$ cat config.mk
export PLATFORM = sky130hd
export DESIGN_NAME = fetch_ctrl
export DESIGN_NICKNAME = d
export VERILOG_FILES = /design/src/rtl/if_pkg.sv /design/src/rtl/fetch_skid_buf.sv /design/src/rtl/fetch_ctrl.sv
export SDC_FILE = /design/constraint.sdc
export NUM_CORES = 1
export LEC_CHECK = 0
export CAP_MARGIN = 10
export CORE_MARGIN = 10
export CORE_UTILIZATION = 59
export CTS_CLUSTER_DIAMETER = 100
export DETAILED_ROUTE_END_ITERATION = 10
export DONT_BUFFER_PORTS = 1
export PLACE_DENSITY_LB_ADDON = 0.3
export SETUP_SLACK_MARGIN = 0.2
export SKIP_LAST_GASP = 1
export SYNTH_ARGS = -nofsm -noshare
export SYNTH_HDL_FRONTEND = slang
export SYNTH_HIERARCHICAL = 1
export SYNTH_SLANG_ARGS = --single-unit
$ cat constraint.sdc
create_clock -name clk -period 2.9 [get_ports clk]
set_input_delay 0.29 -clock clk [delete_from_list [all_inputs] [get_ports clk]]
set_output_delay 0.29 -clock clk [all_outputs]
set_load 0.1 [all_outputs]
$ cat src/rtl/if_pkg.sv
// Shared types and constants for the instruction-fetch sequencer.
// Used by fetch_ctrl and fetch_skid_buf.
package if_pkg;

    typedef enum logic [2:0] {
        ST_IDLE   = 3'd0,
        ST_ADDR   = 3'd1,
        ST_DATA   = 3'd2,
        ST_CANCEL = 3'd3,
        ST_FULL   = 3'd4
    } fetch_state_t;

    typedef struct packed {
        logic [31:0] pc;
        logic [31:0] inst0;
        logic [31:0] inst1;
        logic        inst1_valid;
    } fetch_pkt_t;

    localparam logic [31:0] FETCH_ALIGN_MASK = 32'hffff_fff8;

    // A PC with bit 2 set lands on the upper word, so only one instruction is usable.
    function automatic fetch_pkt_t make_pkt(input logic [31:0] pc, input logic [63:0] rdata);
        fetch_pkt_t pkt;
        pkt.pc          = pc;
        pkt.inst0       = pc[2] ? rdata[63:32] : rdata[31:0];
        pkt.inst1       = rdata[63:32];
        pkt.inst1_valid = ~pc[2];
        return pkt;
    endfunction

endpackage

$ cat src/rtl/fetch_skid_buf.sv
// One-entry skid register holding a fetch packet while decode is back-pressuring.
// clear has priority over load, load over drain.
module fetch_skid_buf
    import if_pkg::*;
(
    input  logic       clk,
    input  logic       rst,
    input  logic       load,
    input  logic       drain,
    input  logic       clear,
    input  fetch_pkt_t load_pkt,
    output logic       valid,
    output fetch_pkt_t pkt
);

    logic       valid_reg;
    fetch_pkt_t pkt_reg;

    always_ff @(posedge clk) begin
        if (rst) begin
            valid_reg <= 1'b0;
            pkt_reg   <= '0;
        end else if (clear) begin
            valid_reg <= 1'b0;
        end else if (load) begin
            valid_reg <= 1'b1;
            pkt_reg   <= load_pkt;
        end else if (drain) begin
            valid_reg <= 1'b0;
        end
    end

    assign valid = valid_reg;
    assign pkt   = pkt_reg;

endmodule

$ cat src/rtl/fetch_ctrl.sv
// Instruction-fetch sequencer: one aligned 64-bit fetch per PC, stale-response discard,
// output register plus skid entry toward decode. Define FETCH_PERF_EN for perf counters.
module fetch_ctrl
    import if_pkg::*;
(
    input  logic        clk,
    input  logic        rst,
    input  logic [31:0] pc_i,
    input  logic        flush_i,
    output logic        stallF_o,
    output logic        inst_req_o,
    output logic [31:0] inst_addr_o,
    input  logic        inst_addr_ok_i,
    input  logic        inst_data_ok_i,
    input  logic [63:0] inst_rdata_i,
    output logic        ifid_valid_o,
    input  logic        ifid_ready_i,
    output logic [31:0] ifid_pc_o,
    output logic [31:0] ifid_inst0_o,
    output logic [31:0] ifid_inst1_o,
    output logic        ifid_inst1_valid_o
`ifdef FETCH_PERF_EN
    ,
    output logic [31:0] perf_fetch_o,
    output logic [31:0] perf_cancel_o,
    output logic [31:0] perf_stall_o
`endif
);

    fetch_state_t state_reg, state_next;
    logic         kill_reg, kill_next;
    logic         held_reg, held_next;
    logic [31:0]  req_pc_reg, req_pc_next;
    logic         out_valid_reg, out_valid_next;
    fetch_pkt_t   out_pkt_reg, out_pkt_next;

    logic [31:0]  issue_pc;
    logic         in_data, resp_good, resp_drop, to_out, to_skid, skid_drain, skid_valid;
    fetch_pkt_t   resp_pkt, skid_pkt;

    // Once a request has waited a cycle, the address is frozen until accepted.
    assign issue_pc   = held_reg ? req_pc_reg : pc_i;
    assign in_data    = (state_reg == ST_DATA);
    assign resp_good  = in_data & inst_data_ok_i & ~kill_reg & ~flush_i;
    assign resp_drop  = inst_data_ok_i & ((in_data & (kill_reg | flush_i)) | (state_reg == ST_CANCEL));
    assign to_out     = resp_good & (~out_valid_reg | ifid_ready_i);
    assign to_skid    = resp_good & ~to_out;
    assign skid_drain = (state_reg == ST_FULL) & ifid_ready_i & ~flush_i;
    assign resp_pkt   = make_pkt(req_pc_reg, inst_rdata_i);

    always_comb begin
        state_next  = state_reg;
        kill_next   = kill_reg;
        held_next   = held_reg;
        req_pc_next = req_pc_reg;
        case (state_reg)
            ST_IDLE: state_next = ST_ADDR;
            ST_ADDR: begin
                req_pc_next = issue_pc;
                if (inst_addr_ok_i) begin
                    held_next  = 1'b0;
                    state_next = (kill_reg | flush_i) ? ST_CANCEL : ST_DATA;
                end else begin
                    held_next = 1'b1;
                    if (flush_i) kill_next = 1'b1;
                end
            end
            ST_DATA: begin
                if (inst_data_ok_i) begin
                    kill_next  = 1'b0;
                    state_next = to_skid ? ST_FULL : ST_ADDR;
                end else if (flush_i) begin
                    state_next = ST_CANCEL;
                end
            end
            ST_CANCEL: begin
                if (inst_data_ok_i) begin
                    kill_next  = 1'b0;
                    state_next = ST_ADDR;
                end
            end
            ST_FULL: if (flush_i | ifid_ready_i) state_next = ST_ADDR;
            default: state_next = ST_IDLE;
        endcase
    end

    always_comb begin
        out_valid_next = out_valid_reg;
        out_pkt_next   = out_pkt_reg;
        if (flush_i) begin
            out_valid_next = 1'b0;
        end else if (to_out) begin
            out_valid_next = 1'b1;
            out_pkt_next   = resp_pkt;
        end else if (skid_drain) begin
            out_valid_next = 1'b1;
            out_pkt_next   = skid_pkt;
        end else if (ifid_ready_i) begin
            out_valid_next = 1'b0;
        end
    end

    always_ff @(posedge clk) begin
        if (rst) begin
            state_reg     <= ST_IDLE;
            kill_reg      <= 1'b0;
            held_reg      <= 1'b0;
            req_pc_reg    <= '0;
            out_valid_reg <= 1'b0;
            out_pkt_reg   <= '0;
        end else begin
            state_reg     <= state_next;
            kill_reg      <= kill_next;
            held_reg      <= held_next;
            req_pc_reg    <= req_pc_next;
            out_valid_reg <= out_valid_next;
            out_pkt_reg   <= out_pkt_next;
        end
    end

    fetch_skid_buf u_skid (
        .clk      (clk),
        .rst      (rst),
        .load     (to_skid),
        .drain    (skid_drain),
        .clear    (flush_i),
        .load_pkt (resp_pkt),
        .valid    (skid_valid),
        .pkt      (skid_pkt)
    );

    assign stallF_o           = ~resp_good & ~flush_i;
    assign inst_req_o         = (state_reg == ST_ADDR);
    assign inst_addr_o        = issue_pc & FETCH_ALIGN_MASK;
    assign ifid_valid_o       = out_valid_reg;
    assign ifid_pc_o          = out_pkt_reg.pc;
    assign ifid_inst0_o       = out_pkt_reg.inst0;
    assign ifid_inst1_o       = out_pkt_reg.inst1;
    assign ifid_inst1_valid_o = out_pkt_reg.inst1_valid;

`ifdef FETCH_PERF_EN
    logic [31:0] perf_fetch_reg, perf_cancel_reg, perf_stall_reg;

    always_ff @(posedge clk) begin
        if (rst) begin
            perf_fetch_reg  <= '0;
            perf_cancel_reg <= '0;
            perf_stall_reg  <= '0;
        end else begin
            perf_fetch_reg  <= perf_fetch_reg + {31'd0, resp_good};
            perf_cancel_reg <= perf_cancel_reg + {31'd0, resp_drop};
            perf_stall_reg  <= perf_stall_reg + {31'd0, stallF_o};
        end
    end

    assign perf_fetch_o  = perf_fetch_reg;
    assign perf_cancel_o = perf_cancel_reg;
    assign perf_stall_o  = perf_stall_reg;
`endif

endmodule

# Word level (Yosys, flattened, before mapping)
# Cells that the tools add are included.
[classes]
n_mul = 0
div_mod_pow = 0
eq_ne = 11
shifts = 0
n_reduce_logical = 11
muxes = 20
bitwise = 18
addsub = 0
n_lt_le_gt_ge = 0
[op_table]
columns = ["op", "n"]
rows = [
  ["97-bit two-way mux", 2],
  ["32-bit two-way mux", 2],
  ["3-bit two-way mux", 6],
  ["3-bit case mux with 5 select lines", 1],
  ["1-bit AND", 8],
  ["1-bit two-way mux", 8],
  ["4-bit AND reduction", 2],
  ["1-bit NOT", 7],
  ["3-bit by 2-bit equality test with 1-bit output, second input constant", 2],
  ["2-bit by 1-bit inequality test with 1-bit output, second input constant", 3],
  ["2-bit inequality test, second input constant", 3],
  ["2-bit AND reduction", 3],
  ["2-bit nonzero test", 2],
  ["2-bit OR reduction", 2],
  ["3-bit by 1-bit equality test with 1-bit output, second input constant", 1],
  ["3-bit equality test, second input constant", 1],
  ["3-bit zero test", 1],
  ["3-bit inequality test, second input constant", 1],
  ["1-bit bitwise OR", 3],
  ["3-bit nonzero test", 1],
  ["1-bit case mux with 2 select lines", 1],
]
[totals]
elab_cells = 74
input_bits = 102
memories = 0
ramBits = 0
latchBits = 0
regBits = 232
mem_bits_ro = 0
out_inout_bits = 132

# Longest topological paths before layout
[logic_depth]
depth_word = 10
depth_mapped = 9
depth_no_buf = 5

# Cells and area by module
# The synthesis kept the hierarchy.
[by_module_without_submodules]
columns = ["mod", "n_inst", "seq_area_each_um2", "area_per_inst_um2", "cells_each"]
rows = [
  ["fetch_ctrl", 1, 2702.6, 6396.1, 763],
  ["fetch_skid_buf", 1, 1961.9, 4599.4, 446],
]

# Worst setup path after synthesis
# No wires, ideal clock.
[synth_path]
path_kind = "input to output"
from = "in inst_data_ok_i"
to = "out stallF_o"
setup_slack_ns = 0.499
path_buffers = 0
stages = 2
arrival_ns = 2.111
path_cell_list = "nor2b_1 -> a31oi_1"
[synth_between]
elab_chain_len = 5
[synth_rtl]
columns = ["item", "line_no", "rtl"]
rows = [
  ["from (decl)", "fetch_ctrl.sv:14", "input logic inst_data_ok_i,"],
  ["1-bit AND (3 in series)", "fetch_ctrl.sv:44", "assign resp_good = in_data & inst_data_ok_i & ~kill_reg & ~flush_i;"],
  ["1-bit NOT", "fetch_ctrl.sv:132", "assign stallF_o = ~resp_good & ~flush_i;"],
  ["1-bit AND", "fetch_ctrl.sv:132", ""],
  ["to (decl)", "fetch_ctrl.sv:10", "output logic stallF_o,"],
]
# No other way between the ends.

# Final worst setup path
[layout_path]
from = "reg state_reg[1]"
to = "reg out_pkt_reg, in the netlist ifid_inst0_o[13]"
[layout_between]
elab_chain_len = 7
elab_cells_between_ends = 11
[layout_rtl]
columns = ["item", "line_no", "rtl"]
rows = [
  ["from (decl)", "fetch_ctrl.sv:30", "fetch_state_t state_reg, state_next;"],
  ["from (signal assigned)", "fetch_ctrl.sv:112", "state_reg <= state_next;"],
  ["3-bit by 2-bit equality test with 1-bit output", "fetch_ctrl.sv:43", "assign in_data = (state_reg == ST_DATA);"],
  ["1-bit AND (3 in series)", "fetch_ctrl.sv:44", ""],
  ["1-bit AND", "fetch_ctrl.sv:46", "assign to_out = resp_good & (~out_valid_reg | ifid_ready_i);"],
  ["2-bit nonzero test (no source line)", "-", ""],
  ["2-bit AND reduction (no source line)", "-", ""],
  ["to (signal assigned)", "fetch_ctrl.sv:117", "out_pkt_reg <= out_pkt_next;"],
  ["to (decl)", "fetch_ctrl.sv:35", "fetch_pkt_t out_pkt_reg, out_pkt_next;"],
]
# Several ways; a longest one is shown, not always the timed one.
# A chain may end at the register's enable or synchronous reset.

==> run summary <==
Skew-Pair Late Insertion Delay - 0.51 ns
CTS root buffer - clkbuf_16
DR DRC count - 0
WHS Path Cells - 2
Worst r2r dst - ifid_inst0_o[13]
Least-Margin Pin Slew - 0.833 ns
Clock-pin slew of the registers on the worst-case setup and hold paths - 0.06 ns
WS Path Type - flip-flop to flip-flop
Number of fill cells - 1320
Power Total - 8.24 mW
I/O Pins - 234
First-pass GRT wire length - 52600 µm
CTS Buf Count - 25
Most common cell after layout, fill and taps aside - dfxtp_1
Flop-to-flop setup slack - 0.40 ns
Sw Pwr - 2.63 mW
FF-to-FF Start - state_reg[1]
RSZ-0062 raised after global routing - no
Drt total wl - 33600 µm
CP endpoint kind - flip-flop
Post-synthesis instance total - 1205
Max Cap Viol - 0
Die X - 156 µm
Die H - 156 µm
DRT Pass-1 Iters - 5
WL/cell - 21.9 µm
Core Area - 18100 µm²
Max Fclk - 0.400 GHz
Critical path arrival - 2.95 ns
PD cells - 632 nW/µm²
Post-DRT Antenna Nets - 0
Drt initial violations - 762
Most frequent cells in the layout - dfxtp_1, nand2_1, nor2_1
Row count - 49
H-tree depth - 1
Setup crit start kind - flip-flop
Worst rel slew slack - 44.3%
Leak - 4.75 nW
Tot GR Track Use - 26.3%
Routed vias/inst - 6.16
Hold path endpoint - u_skid/pkt[7]
Max reg flops - 97
FF-to-FF path depth - 7
Min Tclk post-route - 2.50 ns
Crit Path Max Fanout - 53
Syn Area/Cell - 9.09 µm²
Largest net degree at the start of global routing - 147
Initial antenna violation count - 3
Final-report hold violation count - 0
IO Port Bufs - 0
Seq pwr share - 41.4%
Switching Share - 31.9%
Yosys warns - 6
Peak supply drop - 672 µV
Synthesis-to-layout area growth - 19.0%
TritonCTS sink count - 232
CTS tree - built
CP required - 3.35 ns
Number of global-route vias before repair - 9486
Setup Skew - 0.00752 ns
Layout cells sized above 1 - 19.2%
Final worst path period share - 86.2%
Status - finished clean
Gpl congestion - 0.832
Hold Crit Start - rst
Initial Utilization - 60.4%
Nets - 1390
Post-Syn Area - 11000 µm²
Final setup TNS - 0 ns
Power share of the combinational group - 21.1%
Clock share of power - 37.5%
Int Pwr - 5.61 mW
Max clock buf depth - 3
Final Max Slew Viols - 0
DR vias - 9435
HP Class - input pin to flip-flop
DPL Wire Length - 16500 µm
Die ar. - 24400 µm²
Overflow after GRT - 0
# setup viols final - 0
## area by class of cell
cell class                      instances  area, µm²  area share [%]
Inverter                                7       30.0           0.230
Timing Repair Buffer                  179       1650            12.7
Clock buffer                           34        689            5.29
Multi-Input combinational cell        843       5640            43.3
Antenna cell                            1       2.50          0.0192
Sequential cell                       232       4650            35.6
Clock inverter                          7       88.8           0.681
Tap cell                              229        287            2.20
## worst max path at each step
| stage | start | end | cells past startpoint |
|---|---|---|---|
| finish | state_reg[1] | ifid_inst0_o[13] | 7 |
| CTS | state_reg[1] | ifid_inst0_o[6] | 6 |
| global route | state_reg[1] | ifid_inst0_o[13] | 7 |
| global placement | state_reg[1] | ifid_inst0_o[0] | 5 |
| detailed placement | state_reg[1] | ifid_pc_o[20] | 5 |
| floorplan | inst_data_ok_i | stallF_o | 2 |
## power by group through the flow
stage / combinational, mW / clock [mW] / sequential, mW
floorplan: 1.18 / 0 / 3.70
global placement: 1.54 / 0 / 3.47
detailed placement: 1.56 / 0 / 3.48
CTS: 1.73 / 3.11 / 3.41
global route: 1.81 / 3.23 / 3.43
finish: 1.74 / 3.09 / 3.41
## metal layers
| layer | vias up | share of wire [%] | track usage, % |
|---|---|---|---|
| met5 | - | 0 | 0 |
| met4 | 0 | 2.1 | 6.43 |
| met3 | 51 | 11 | 8.09 |
| met2 | 430 | 46 | 43.2 |
| met1 | 4532 | 40 | 32.9 |
| li1 | 4422 | - | - |
## worst max-delay path: stages (launching register included)
cell and delay (ns):
dfxtp_1 0.43, and2b_4 0.33, nand3_4 0.10, inv_4 0.28, buf_12 0.30, nand2_1 0.11, a311oi_1 0.29, dlygate4sd3_1 0.58
## per-stage QoR
stage	util (%)	setup slack (ns)	cell area (µm²)	instances	hold slack, ns
floorplan	-	0.499	11000	1207	0.362
global placement	63.5	0.862	11500	1422	0.383
detailed placement	63.5	0.729	11500	1422	0.392
CTS	71.8	0.235	13000	1531	0.000157
global route	71.8	0.225	13000	1531	0.00460
finish	71.9	0.401	13000	1532	0.00903
## repair_timing
action                     4_1_cts  5_1_grt
hold endpoints to repair       218        0
hold buffers                    68        0
buffers inserted                 0        0
resized for setup                0        4
setup endpoints to repair        0       14
Power figures use the tool's default switching activity.
